$ cat src/rtl/lsu_pkg.sv
// Shared definitions for the split-capable load/store unit.
//   - SZ_*        : access size encodings carried on i_size
//   - lsu_state_e : controller FSM states
//   - lane_strb() : byte-strobe pattern for beat 0 or beat 1 of an access
//   - extend()    : sign/zero extension of a right-aligned load value
package lsu_pkg;

    localparam logic [1:0] SZ_B = 2'd0;
    localparam logic [1:0] SZ_H = 2'd1;
    localparam logic [1:0] SZ_W = 2'd2;
    localparam logic [1:0] SZ_D = 2'd3;

    typedef enum logic [2:0] {
        ST_IDLE  = 3'd0,
        ST_REQ0  = 3'd1,
        ST_WAIT0 = 3'd2,
        ST_REQ1  = 3'd3,
        ST_WAIT1 = 3'd4,
        ST_RESP  = 3'd5
    } lsu_state_e;

    // The access mask shifted by the byte offset spans up to two bus words.
    // Beat 0 owns the low B bits of that span, beat 1 the next B bits.
    // ob is log2 of the bus width in bytes; callers truncate to B bits.
    function automatic logic [7:0] lane_strb(input logic [2:0] off,
                                             input logic [1:0] size,
                                             input logic       beat,
                                             input logic [1:0] ob);
        logic [15:0] mask;
        logic [15:0] full;
        mask = (16'd1 << (4'd1 << size)) - 16'd1;
        full = mask << off;
        if (beat) begin
            full = full >> (4'd1 << ob);
        end
        return full[7:0];
    endfunction

    function automatic logic [63:0] extend(input logic [63:0] raw,
                                           input logic [1:0]  size,
                                           input logic        is_unsigned);
        logic [63:0] r;
        r = raw;
        case (size)
            SZ_B:    r = is_unsigned ? {56'd0, raw[7:0]}  : {{56{raw[7]}},  raw[7:0]};
            SZ_H:    r = is_unsigned ? {48'd0, raw[15:0]} : {{48{raw[15]}}, raw[15:0]};
            SZ_W:    r = is_unsigned ? {32'd0, raw[31:0]} : {{32{raw[31]}}, raw[31:0]};
            default: r = raw;
        endcase
        return r;
    endfunction

endpackage

$ cat src/rtl/lsu_lane_align.sv
// Combinational lane alignment for the load/store unit.
// Ports:
//   off        in  byte offset of the access inside a bus word
//   size       in  access size (SZ_*)
//   beat       in  0 = first beat, 1 = second beat of a split access
//   wdata      in  right-aligned store data
//   is_unsigned in 1 = zero-extend load data
//   rdata0/1   in  raw read data of beat 0 / beat 1 (beat 1 = 0 when unused)
//   strb       out byte strobes of the selected beat
//   wdata_lane out store data positioned on the bus lanes of the selected beat
//   split      out access crosses a bus-word boundary
//   rdata_ext  out merged, right-aligned and extended load data
module lsu_lane_align
    import lsu_pkg::*;
#(
    parameter  int DATA_W = 32,
    localparam int B      = DATA_W / 8,
    localparam int OB     = $clog2(B)
) (
    input  logic [OB-1:0]     off,
    input  logic [1:0]        size,
    input  logic              beat,
    input  logic [DATA_W-1:0] wdata,
    input  logic              is_unsigned,
    input  logic [DATA_W-1:0] rdata0,
    input  logic [DATA_W-1:0] rdata1,
    output logic [B-1:0]      strb,
    output logic [DATA_W-1:0] wdata_lane,
    output logic              split,
    output logic [DATA_W-1:0] rdata_ext
);

    logic [OB+2:0]       sh0;
    logic [OB+3:0]       sh1;
    logic [4:0]          span;
    logic [2*DATA_W-1:0] cat;

    // sh0 moves data up to its lane in beat 0; sh1 pulls the bytes that
    // spilled past the top lane down to the bottom of beat 1.
    assign sh0  = {off, 3'b000};
    assign sh1  = (OB+4)'(DATA_W) - {1'b0, sh0};
    assign span = 5'(off) + (5'd1 << size);

    assign split      = span > 5'(B);
    assign strb       = B'(lane_strb(3'(off), size, beat, 2'(OB)));
    assign wdata_lane = beat ? (wdata >> sh1) : (wdata << sh0);

    assign cat       = {rdata1, rdata0} >> sh0;
    assign rdata_ext = DATA_W'(extend(64'(cat[DATA_W-1:0]), size, is_unsigned));

endmodule

$ cat src/rtl/lsu_split_ctrl.sv
// Sequential load/store unit between the EXU and a valid/ready memory port.
// Accepts one access at a time, issues one or two bus-aligned beats (two when
// the access crosses a bus word), merges read beats and extends load data.
// Ports:
//   clock, reset                    clock, synchronous active-high reset
//   i_req_valid/o_req_ready         request handshake (ready only in IDLE)
//   i_wen,i_addr,i_wdata,i_size,i_unsigned  request fields
//   o_resp_valid/i_resp_ready       response handshake
//   o_rdata,o_fault                 response payload
//   o_mem_valid/i_mem_ready         beat request handshake
//   o_mem_addr,o_mem_wen,o_mem_wdata,o_mem_wstrb  beat fields
//   i_mem_rvalid,i_mem_rdata,i_mem_err            beat response
module lsu_split_ctrl
    import lsu_pkg::*;
#(
    parameter  int ADDR_W         = 32,
    parameter  int DATA_W         = 32,
    parameter  bit ALLOW_MISALIGN = 1'b1,
    localparam int B              = DATA_W / 8,
    localparam int OB             = $clog2(B)
) (
    input  logic              clock,
    input  logic              reset,
    input  logic              i_req_valid,
    output logic              o_req_ready,
    input  logic              i_wen,
    input  logic [ADDR_W-1:0] i_addr,
    input  logic [DATA_W-1:0] i_wdata,
    input  logic [1:0]        i_size,
    input  logic              i_unsigned,
    output logic              o_resp_valid,
    input  logic              i_resp_ready,
    output logic [DATA_W-1:0] o_rdata,
    output logic              o_fault,
    output logic              o_mem_valid,
    input  logic              i_mem_ready,
    output logic [ADDR_W-1:0] o_mem_addr,
    output logic              o_mem_wen,
    output logic [DATA_W-1:0] o_mem_wdata,
    output logic [B-1:0]      o_mem_wstrb,
    input  logic              i_mem_rvalid,
    input  logic [DATA_W-1:0] i_mem_rdata,
    input  logic              i_mem_err
);

    lsu_state_e        state_q, state_d;
    logic [ADDR_W-1:0] addr_q, addr_d;
    logic [DATA_W-1:0] wdata_q, wdata_d;
    logic [1:0]        size_q, size_d;
    logic              wen_q, wen_d;
    logic              uns_q, uns_d;
    logic [DATA_W-1:0] rdata0_q, rdata0_d;
    logic [DATA_W-1:0] rdata_q, rdata_d;
    logic              fault_q, fault_d;

    logic              beat_sel;
    logic [DATA_W-1:0] al_rd0, al_rd1;
    logic [B-1:0]      al_strb;
    logic [DATA_W-1:0] al_wdata;
    logic              al_split;
    logic [DATA_W-1:0] al_rdata;
    logic [ADDR_W-1:0] base_addr;

    logic [7:0]        in_off8;
    logic [7:0]        in_nmask;
    logic              in_fault;

    // Faults are decided from the live request so a rejected access never
    // touches the bus.
    assign in_off8  = 8'(i_addr[OB-1:0]);
    assign in_nmask = (8'd1 << i_size) - 8'd1;
    assign in_fault = (i_size > 2'(OB)) ||
                      (!ALLOW_MISALIGN && ((in_off8 & in_nmask) != 8'd0));

    assign beat_sel  = (state_q == ST_REQ1) || (state_q == ST_WAIT1);
    assign base_addr = {addr_q[ADDR_W-1:OB], OB'(0)};

    // Beat 0 data is live in WAIT0 and parked in rdata0_q for the merge in
    // WAIT1; beat 1 only exists while WAIT1 is receiving it.
    assign al_rd0 = (state_q == ST_WAIT0) ? i_mem_rdata : rdata0_q;
    assign al_rd1 = (state_q == ST_WAIT1) ? i_mem_rdata : '0;

    lsu_lane_align #(.DATA_W(DATA_W)) u_align (
        .off        (addr_q[OB-1:0]),
        .size       (size_q),
        .beat       (beat_sel),
        .wdata      (wdata_q),
        .is_unsigned(uns_q),
        .rdata0     (al_rd0),
        .rdata1     (al_rd1),
        .strb       (al_strb),
        .wdata_lane (al_wdata),
        .split      (al_split),
        .rdata_ext  (al_rdata)
    );

    assign o_mem_addr   = beat_sel ? (base_addr + ADDR_W'(B)) : base_addr;
    assign o_mem_wen    = wen_q;
    assign o_mem_wdata  = al_wdata;
    assign o_mem_wstrb  = wen_q ? al_strb : '0;
    assign o_rdata      = rdata_q;
    assign o_fault      = fault_q;

    always_comb begin
        state_d      = state_q;
        addr_d       = addr_q;
        wdata_d      = wdata_q;
        size_d       = size_q;
        wen_d        = wen_q;
        uns_d        = uns_q;
        rdata0_d     = rdata0_q;
        rdata_d      = rdata_q;
        fault_d      = fault_q;
        o_req_ready  = 1'b0;
        o_resp_valid = 1'b0;
        o_mem_valid  = 1'b0;

        case (state_q)
            ST_IDLE: begin
                o_req_ready = 1'b1;
                if (i_req_valid) begin
                    addr_d   = i_addr;
                    wdata_d  = i_wdata;
                    size_d   = i_size;
                    wen_d    = i_wen;
                    uns_d    = i_unsigned;
                    rdata0_d = '0;
                    rdata_d  = '0;
                    fault_d  = in_fault;
                    state_d  = in_fault ? ST_RESP : ST_REQ0;
                end
            end
            ST_REQ0: begin
                o_mem_valid = 1'b1;
                if (i_mem_ready) state_d = ST_WAIT0;
            end
            ST_WAIT0: begin
                if (i_mem_rvalid) begin
                    if (i_mem_err) begin
                        fault_d = 1'b1;
                        rdata_d = '0;
                        state_d = ST_RESP;
                    end else if (al_split) begin
                        rdata0_d = i_mem_rdata;
                        state_d  = ST_REQ1;
                    end else begin
                        rdata_d = wen_q ? '0 : al_rdata;
                        state_d = ST_RESP;
                    end
                end
            end
            ST_REQ1: begin
                o_mem_valid = 1'b1;
                if (i_mem_ready) state_d = ST_WAIT1;
            end
            ST_WAIT1: begin
                if (i_mem_rvalid) begin
                    fault_d = i_mem_err;
                    rdata_d = (wen_q || i_mem_err) ? '0 : al_rdata;
                    state_d = ST_RESP;
                end
            end
            ST_RESP: begin
                o_resp_valid = 1'b1;
                if (i_resp_ready) state_d = ST_IDLE;
            end
            default: state_d = ST_IDLE;
        endcase
    end

    always_ff @(posedge clock) begin
        if (reset) begin
            state_q  <= ST_IDLE;
            addr_q   <= '0;
            wdata_q  <= '0;
            size_q   <= SZ_B;
            wen_q    <= 1'b0;
            uns_q    <= 1'b0;
            rdata0_q <= '0;
            rdata_q  <= '0;
            fault_q  <= 1'b0;
        end else begin
            state_q  <= state_d;
            addr_q   <= addr_d;
            wdata_q  <= wdata_d;
            size_q   <= size_d;
            wen_q    <= wen_d;
            uns_q    <= uns_d;
            rdata0_q <= rdata0_d;
            rdata_q  <= rdata_d;
            fault_q  <= fault_d;
        end
    end

endmodule

$ cat config.mk
export PLATFORM = sky130hd
export DESIGN_NAME = lsu_split_ctrl
export DESIGN_NICKNAME = d
export VERILOG_FILES = /design/src/rtl/lsu_pkg.sv /design/src/rtl/lsu_lane_align.sv /design/src/rtl/lsu_split_ctrl.sv
export SDC_FILE = /design/constraint.sdc
export NUM_CORES = 1
export LEC_CHECK = 0
export CORE_UTILIZATION = 45
export CTS_CLUSTER_DIAMETER = 40
export CTS_CLUSTER_SIZE = 16
export DETAILED_ROUTE_END_ITERATION = 7
export MAX_ROUTING_LAYER = met4
export PLACE_DENSITY = 0.84
export SYNTH_ARGS = -nofsm -noshare
export SYNTH_HDL_FRONTEND = slang
export SYNTH_SLANG_ARGS = --single-unit
$ cat constraint.sdc
create_clock -name clock -period 4.8 [get_ports clock]
set_input_delay 0.96 -clock clock [delete_from_list [all_inputs] [get_ports clock]]
set_output_delay 0.96 -clock clock [all_outputs]
set_load 0.02 [all_outputs]
==> metrics.cfg, run 1 <==
[outcome]
status=complete, but fails checks
violations=design-rule violations

[flow_run]
max-cap-violations=0

[routing]
drt-pass1-iter-count=8
vias=8988
drtIter0Drc=1055
ant_nets=0
viasPerCell=6.24
wirelength_um=27800
routedWlPerCell_um=19.3
drc=24

[global_routing]
grt_first_pass_wirelength_um=44900
grt_overflow=0
grt.total_usage=0.302
grt_max_degree=106
grt_pass1_vias=8578
antenna_found_initial=2

[clocking]
insertion_delay_ns=0.43
cts-resized-gates=0
clkTransAtPathRegs_ns=0.06
cts_buffers=17
cts_tree=built
cts.sinks=136
cts_root_buffer=clkbuf_16
postCtsSetupBuffers=0
cts_hold_buf=0
clockBufferDepth=2
cts.htree.levels=4

[cells_and_area]
nFillCells=1444
stdcell_count=1440
fin_nets=1308
layout-drive-gt1-share=0.0811
area_growth_pct=33.6
multiInputGateArea_um2=5180
ff_latch_area_um2=2730

[sta]
final-max-slew-violation-count=0
tns_ns=0
rsz0062_at_grt=false
hold_violations=0
fmax_mhz=221
final.setup_skew_ns=0.0103
period_share=0.943
fin_crit_ns=4.53
max_slew_margin=0.229
setup_viol=0
worstMarginPinSlew_ns=1.16

[synth]
synth.most_common_cell=nand2_1
synth_cell_type_count=61
ys_ff_latch=136
syn_avg_cell_area_um2=8.03
synth-edff-count=0
postSynth.asyncResetShare=0
synth_ff_type=dfxtp_1
post_synth_main_area_contributors=dfxtp_1, a21oi_1, nand2_1, mux2i_1, mux4_2
synth_area_leader_cell=dfxtp_1
synth_warnings=0
synth_seq_area_share=0.326
yosys.area.top_type_share=0.326
syn_area_um2=8350
synth_commonest_cells=nand2_1, a21oi_1, dfxtp_1
syn-instance-count=1040

[worst_setup_path]
critPathMostFrequentCell=a21oi_1
cp-end-kind=output pin
crit_chain=and3b_1 -> o211ai_1 -> nor2_1 -> a21oi_1 -> a21oi_1 -> clkdlybuf4s50_1
crit_family=simple AND/OR/NAND/NOR gates
cp_slowest_stage_delay_ns=0.75
crit_path_start_kind=flop
path_class=flop to output pin
crit_fanout=17
critPathArrivalTime_ns=3.57
required_ns=3.84
slowest_stage=nor2_1
crit_buf_inv=1

[pwr]
vdd_ir_drop_max_mv=0.261
power_density_nw_per_um2=346
p_leak_uw=0.00386

[floorplan]
ios=212
die_y_um=138
core-area_um2=18100
rows=49
die_w_um=138
initial_core_util=0.462
die_area_um2=19100

[worst_hold_path]
holdCritPathClass=flop to flop

[placement]
io_buffers=209
placed_cells=1406
dp_hpwl_um=18600
gp_routability_congestion=1.01

==> tightest hold or removal path: stages, from the launching register on <==
cell and delay, ns:
dfxtp_1 0.31, nand2_1 0.05, a21oi_1 0.05
==> layout make-up <==
type                            count  area share
Inverter                            9     0.00303
Clock inverter                     13      0.0170
Antenna cell                        2    0.000449
Multi-Input combinational cell    798       0.465
Tap cell                          229      0.0257
Sequential cell                   136       0.244
Clock buffer                       19      0.0406
Timing Repair Buffer              234       0.204
==> cell usage in the layout, fill, tap and decap left out, drive strengths merged, types with 20 or more instances in the layout <==
master	instances
dfxtp	136
o21ai	61
mux2i	74
mux4	24
clkdlybuf4s50	208
nor2	37
nand4	41
xnor2	20
a21oi	165
a32o	24
buf	26
nand2	201
==> through the flow <==
stage               instance area [µm²]  utilization  total power [µW]  setup WS (ns)  hold slack (ns)
floorplan                          8350            -              1990          0.722            0.448
global placement                  10500        0.581              2410          0.863            0.447
detailed placement                10500        0.581              2420          0.778            0.449
CTS                               11200        0.617              3850          0.279            0.459
global route                      11200        0.617              4010         0.0459            0.482
finish                            11200        0.617              3860          0.272            0.458
==> sequential cells by signal (all words and copies together) (netlist names) <==
register   count
o_fault        1
rdata0_q      32
addr_q        32
o_rdata       32
wdata_q       32
o_mem_wen      1
size_q         2
state_q        3
uns_q          1
==> power by group <==
part / leakage [µW] / internal (µW) / switching, µW
clock network: 0.000320 / 904 / 534
registers: 0.00111 / 1200 / 93.7
logic: 0.00243 / 463 / 666
total: 0.00386 / 2560 / 1290
==> final timing paths <==
kind / startpoint / to / slack (ns) / depth (start not counted)
setup / recovery: state_q[0]$_SDFFE_PP0P_ / o_mem_wdata[24] / 0.27 / 6
hold / removal: o_fault$_SDFFE_PP0P_ / o_fault$_SDFFE_PP0P_ / 0.46 / 2
setup reg to reg: addr_q[0]$_SDFFE_PP0P_ / o_rdata[8]$_SDFFE_PP0P_ / 1.42 / 9
hold reg to reg: o_fault$_SDFFE_PP0P_ / o_fault$_SDFFE_PP0P_ / 0.46 / 2
==> per-layer routing <==
metal | track usage | vias up | part of all wire | routed length, µm
li1 | - | 4133 | - | -
met2 | 0.473 | 558 | 0.48 | 13400
met3 | 0.0627 | 77 | 0.096 | 2660
met1 | 0.371 | 4220 | 0.39 | 10800
met5 | - | - | 0 | 0
met4 | 0.149 | 0 | 0.038 | 1060
==> cells by family after synthesis <==
logic type,count (synthesis),share of synthesized area
flip-flops,136,0.326
adder cells (fa/ha/maj),5,0.00749
other,1,0.000449
AO/OA/AOI/OAI,323,0.236
XOR/XNOR,31,0.0325
buffers and inverters,107,0.0547
multiplexers,98,0.153
AND/OR/NAND/NOR,339,0.190
Power figures use the tool's default switching activity.
==> run 2: changes to the inputs <==
RECOVER_POWER = 100   (was unset)
==> metrics.cfg, run 2 (synthesis results as in run 1) <==
[routing]
drc=24  ; unchanged
top_layer=met4  ; unchanged
ant_nets=0  ; unchanged
vias=9006  ; was 8988
drt-pass1-iter-count=8  ; unchanged
viasPerCell=6.25  ; was 6.24
routed-wl-met3_um=2250  ; was 2660 µm
routedWlPerCell_um=19.4  ; was 19.3 µm
dr_wl_met2_um=13300  ; was 13400 µm
wl_met1_um=11200  ; was 10800 µm
wirelength_um=27900  ; was 27800 µm
drtIter0Drc=1101  ; was 1055

[sta]
fin_crit_ns=4.60  ; was 4.53 ns
hold_violations=0  ; unchanged
fmax_mhz=217  ; was 221 MHz
final.setup_skew_ns=0.0101  ; was 0.0103 ns
max_slew_margin=-1.01  ; was 0.229
tns_ns=0  ; unchanged
setup_viol=0  ; unchanged
period_share=0.958  ; was 0.943
worstMarginPinSlew_ns=3.02  ; was 1.16 ns
final-max-slew-violation-count=102  ; was 0
rsz0062_at_grt=false  ; unchanged

[cells_and_area]
multiInputGateArea_um2=5180  ; about the same
nFillCells=1448  ; was 1444
layout-drive-gt1-share=0.0761  ; was 0.0811
ff_latch_area_um2=2720  ; was 2730 µm²
area_growth_pct=33.4  ; was 33.6%
fin_nets=1308  ; unchanged
mostFrequentLayoutCells=nand2_1, a21oi_1, dfxtp_1  ; was clkdlybuf4s50_1, nand2_1, a21oi_1
final_common_cell=nand2_1  ; was clkdlybuf4s50_1
stdcell_count=1440  ; unchanged

[floorplan]
die_area_um2=19100  ; unchanged
die_w_um=138  ; unchanged
ios=212  ; unchanged
core-area_um2=18100  ; unchanged
rows=49  ; unchanged
initial_core_util=0.462  ; unchanged
die_y_um=138  ; unchanged

[worst_setup_path]
cp-end-kind=output pin  ; unchanged
crit_fanout=17  ; unchanged
crit_family=simple AND/OR/NAND/NOR gates  ; unchanged
critPathArrivalTime_ns=3.64  ; was 3.57 ns
path_class=flop to output pin  ; unchanged
required_ns=3.84  ; about the same
crit_path_start_kind=flop  ; unchanged
critPathMostFrequentCell=a21oi_1  ; unchanged
crit_chain=and3b_1 -> o211ai_1 -> nor2_1 -> a21oi_1 -> a21oi_1 -> dlygate4sd3_1  ; was and3b_1 -> o211ai_1 -> nor2_1 -> a21oi_1 -> a21oi_1 -> clkdlybuf4s50_1
cp_slowest_stage_delay_ns=0.77  ; was 0.75 ns
crit_buf_inv=1  ; unchanged
slowest_stage=nor2_1  ; unchanged

[pwr]
power_frac_comb=0.287  ; was 0.293
vdd_ir_drop_max_mv=0.261  ; about the same
pwr-share-clk=0.376  ; was 0.373
p_sw_uw=1290  ; about the same
netSwitchingFraction=0.338  ; was 0.335
power_density_nw_per_um2=344  ; was 346 nW/µm²
p_leak_uw=0.00415  ; was 0.00386 µW
power.internal_uw=2530  ; was 2560 µW
seqPwrFrac=0.337  ; was 0.334

[clocking]
cts.htree.levels=4  ; unchanged
clkTransAtPathRegs_ns=0.06  ; about the same
cts_tree=built  ; unchanged
clockBufferDepth=2  ; unchanged
insertion_delay_ns=0.43  ; about the same
cts.sinks=136  ; unchanged
postCtsSetupBuffers=0  ; unchanged
cts_buffers=17  ; unchanged
cts_hold_buf=0  ; unchanged
cts-resized-gates=0  ; unchanged
cts_root_buffer=clkbuf_16  ; unchanged

[placement]
gp_routability_congestion=1.01  ; unchanged
io_buffers=209  ; unchanged
placed_cells=1406  ; unchanged
dp_hpwl_um=18600  ; unchanged

[flow_run]
max-cap-violations=2  ; was 0

[outcome]
violations=design-rule violations, max-capacitance violations, max-slew violations  ; was design-rule violations
status=complete, but fails checks  ; unchanged

[global_routing]
grt_max_degree=106  ; unchanged
grt_overflow=0  ; unchanged
grt.total_usage=0.302  ; unchanged
antenna_found_initial=2  ; unchanged
grt_pass1_vias=8578  ; unchanged
grt_first_pass_wirelength_um=44900  ; unchanged

[worst_hold_path]
holdCritPathClass=flop to flop  ; unchanged

[run 2: cell count changes in the layout (fill, tap and decap cells not counted), sizes merged]
cell | before | now
dlygate4sd3 | 0 | 102
clkdlybuf4s50 | 208 | 106
buf | 26 | 22
clkbuf | 19 | 23
[run 2: worst paths after layout]
check | start | end | slack, ns | depth (start not counted)
setup / recovery | state_q[0]$_SDFFE_PP0P_ | o_mem_wdata[30] | 0.20 | 6
hold / removal | o_fault$_SDFFE_PP0P_ | o_fault$_SDFFE_PP0P_ | 0.46 | 2
setup reg to reg | addr_q[0]$_SDFFE_PP0P_ | rdata0_q[24]$_SDFFE_PP0P_ | 0.99 | 9
hold reg to reg | o_fault$_SDFFE_PP0P_ | o_fault$_SDFFE_PP0P_ | 0.46 | 2
[run 2: metrics by stage]
step | hold WS (ns) | utilization | setup WS (ns) | power [µW] | cell area [µm²]
after global routing | 0.479 | 0.616 | 0.0339 | 3980 | 11100
after detailed placement | 0.449 | 0.581 | 0.778 | 2420 | 10500
after CTS | 0.459 | 0.617 | 0.279 | 3850 | 11200
after global placement | 0.447 | 0.581 | 0.863 | 2410 | 10500
after floorplan | 0.448 | - | 0.722 | 1990 | 8350
final | 0.456 | 0.616 | 0.200 | 3830 | 11100
[run 2: layer usage]
layer / track usage / up-vias
met5: - / -
met4: 0.149 / 0
met2: 0.473 / 539
met1: 0.371 / 4250
met3: 0.0627 / 86
li1: - / 4131
[run 2: area by class of cell]
| class | instances | area share |
|---|---|---|
| antenna | 2 | 0.000449 |
| clock buffer | 19 | 0.0407 |
| clock inverter | 13 | 0.0171 |
| inverter | 9 | 0.00303 |
| multi-input combinational | 798 | 0.465 |
| sequential | 136 | 0.245 |
| tap | 229 | 0.0257 |
| timing repair buffer | 234 | 0.203 |
[run 2: power by group through the flow]
stage	Clock, µW	Sequential, µW	Combinational, µW
3_5_place_dp	0	1310	1110
5_1_grt	1500	1300	1180
6_report	1440	1290	1100
4_1_cts	1450	1290	1120
2_1_floorplan	0	1280	711
3_3_place_gp	0	1310	1100
[run 2: tightest hold or removal path: stages, from the launching register on]
cell	delay, ns
dfxtp_1	0.31
nand2_1	0.05
a21oi_1	0.05
==> run 3: changes to the inputs <==
CORE_UTILIZATION = 30   (was 45)
PLACE_DENSITY = 0.6   (was 0.84)
==> metrics.cfg, run 3 (synthesis results as in run 1) <==
[outcome]
status=complete, but fails checks  ; unchanged
violations=max-capacitance violations, max-slew violations  ; was design-rule violations, max-capacitance violations, max-slew violations

[clocking]
clkTransAtPathRegs_ns=0.06  ; about the same
cts_buffers=17  ; unchanged
cts_hold_buf=0  ; unchanged
cts_tree=built  ; unchanged
cts.htree.levels=4  ; unchanged
postCtsSetupBuffers=0  ; unchanged
cts.sinks=136  ; unchanged
clockBufferDepth=2  ; unchanged
cts_root_buffer=clkbuf_16  ; unchanged
insertion_delay_ns=0.43  ; about the same

[worst_setup_path]
r2r_end=o_rdata[13]$_SDFFE_PP0P_  ; was rdata0_q[24]$_SDFFE_PP0P_
crit_fanout=21  ; was 17
crit_path_start_kind=flop  ; unchanged
required_ns=3.84  ; about the same
critPathArrivalTime_ns=3.63  ; was 3.64 ns
timing.rr.start=state_q[1]$_SDFFE_PP0P_  ; was addr_q[0]$_SDFFE_PP0P_
r2r_cells=6  ; was 9
rrSetupSlack_ns=0.65  ; was 0.99 ns
path_class=flop to output pin  ; unchanged
cp-end-kind=output pin  ; unchanged
cp_slowest_stage_delay_ns=0.85  ; was 0.77 ns
crit_chain=and3b_1 -> or2_2 -> clkbuf_1 -> o21ai_0 -> o221a_2 -> clkdlybuf4s50_1  ; was and3b_1 -> o211ai_1 -> nor2_1 -> a21oi_1 -> a21oi_1 -> dlygate4sd3_1
slowest_stage=clkbuf_1  ; was nor2_1

[global_routing]
grt_pass1_vias=8076  ; was 8578
grt_util_met3=0.0451  ; was 0.0627
grt_first_pass_wirelength_um=45700  ; was 44900 µm
grt_overflow=0  ; unchanged
antenna_found_initial=2  ; unchanged
use_met1=0.267  ; was 0.371
grt.total_usage=0.212  ; was 0.302
grtUsageMet2=0.334  ; was 0.473
busiest_layer=met2  ; unchanged
grt_max_degree=84  ; was 106

[sta]
fmax_mhz=218  ; was 217 MHz
setup_viol=0  ; unchanged
final.setup_skew_ns=0.0107  ; was 0.0101 ns
period_share=0.956  ; was 0.958
max_slew_margin=-1.08  ; was -1.01
tns_ns=0  ; unchanged
worstMarginPinSlew_ns=3.11  ; was 3.02 ns
hold_slack_ns=0.459  ; was 0.456 ns
final-max-slew-violation-count=125  ; was 102
fin_crit_ns=4.59  ; was 4.60 ns
hold_violations=0  ; unchanged
rsz0062_at_grt=false  ; unchanged

[floorplan]
ios=212  ; unchanged
core-area_um2=27100  ; was 18100 µm²
rows=60  ; was 49
initial_core_util=0.308  ; was 0.462
die_w_um=169  ; was 138 µm
die_area_um2=28500  ; was 19100 µm²
die_y_um=169  ; was 138 µm

[cells_and_area]
area_growth_pct=36.0  ; was 33.4%
mostFrequentLayoutCells=nand2_1, a21oi_1, dfxtp_1  ; unchanged
layout-drive-gt1-share=0.0824  ; was 0.0761
stdcell_count=1587  ; was 1440
fin_nets=1312  ; was 1308
final_common_cell=nand2_1  ; unchanged

[routing]
drc=0  ; was 24
viasPerCell=5.42  ; was 6.25
wirelength_um=29700  ; was 27900 µm
routedWlPerCell_um=18.7  ; was 19.4 µm
ant_nets=0  ; unchanged
drt-pass1-iter-count=5  ; was 8
drtIter0Drc=692  ; was 1101
vias=8605  ; was 9006

[worst_hold_path]
hold_end=o_rdata[13]$_SDFFE_PP0P_  ; was o_fault$_SDFFE_PP0P_
hold_path_depth=1  ; was 2
holdCritPathClass=flop to flop  ; unchanged
worstHoldStart=o_rdata[13]$_SDFFE_PP0P_  ; was o_fault$_SDFFE_PP0P_

[flow_run]
max-cap-violations=3  ; was 2

[placement]
placed_cells=1553  ; was 1406
gp_routability_congestion=0.865  ; was 1.01
dp_hpwl_um=20500  ; was 18600 µm
io_buffers=209  ; unchanged

[pwr]
power_density_nw_per_um2=341  ; was 344 nW/µm²
p_leak_uw=0.00416  ; was 0.00415 µW
vdd_ir_drop_max_mv=0.230  ; was 0.261 mV

run 3: cell types whose count changed in the layout (fill, tap and decap cells not counted), sizes merged:
cell,previous run,this run
buf,22,27
clkbuf,23,21
clkdlybuf4s50,106,109
clkinv,6,3
clkinvlp,0,2
dlygate4sd3,102,99
inv,12,14
run 3: timing repair:
item                       4_1_cts  5_1_grt
setup endpoints to repair        0        1
resized for setup                0        1
hold endpoints to repair         0        0
run 3: layer usage:
| metal | vias up | part of all wire | wire, µm |
|---|---|---|---|
| met5 | - | 0 | 0 |
| met4 | 0 | 0.024 | 705 |
| met3 | 46 | 0.065 | 1930 |
| met2 | 344 | 0.47 | 13900 |
| met1 | 4077 | 0.44 | 13200 |
| li1 | 4138 | - | - |
run 3: area by class of cell:
cell class              instances  area (µm²)
repair buffers                238        2300
inverters                       9        33.8
diodes                          2        5.00
clock buffers                  18         439
well taps                     372         465
flip-flops and latches        136        2730
multi-input cells             798        5180
fillers                      2695       15700
clock inverters                14         208
run 3: how the worst max path moves through the flow:
stage                                 start  cells past startpoint         endpoint
floorplan            addr_q[0]$_SDFFE_PP0P_                     12  o_mem_wdata[12]
global placement     addr_q[0]$_SDFFE_PP0P_                     10  o_mem_wdata[25]
detailed placement   addr_q[0]$_SDFFE_PP0P_                     10  o_mem_wdata[24]
CTS                  addr_q[0]$_SDFFE_PP0P_                     10  o_mem_wdata[24]
global route        state_q[1]$_SDFFE_PP0P_                      6   o_mem_wstrb[0]
finish              state_q[1]$_SDFFE_PP0P_                      6   o_mem_wstrb[0]
run 3: stage by stage:
stage                util  total power, µW  setup slack, ns  cell area, µm²
global placement    0.395             2440            0.712           10700
finish              0.419             3870            0.213           11400
global route        0.419             4040           0.0258           11400
floorplan               -             1990            0.722            8350
detailed placement  0.395             2440            0.661           10700
CTS                 0.419             3920            0.199           11400
run 3: where the power goes:
group / leakage (µW) / internal [µW] / switching [µW] / total, µW
combinational: 0.00274 / 435 / 660 / 1100
clock: 0.000310 / 898 / 578 / 1480
sequential: 0.00111 / 1200 / 102 / 1300
run 3: critical path, delay by kind of cell, from the launching register on:
family,cells,cell delay [ns]
buffers and inverters,2,1.43
DFF,1,0.71
and+or+nand+nor,2,0.56
AOI/OAI and AO/OA,2,0.50
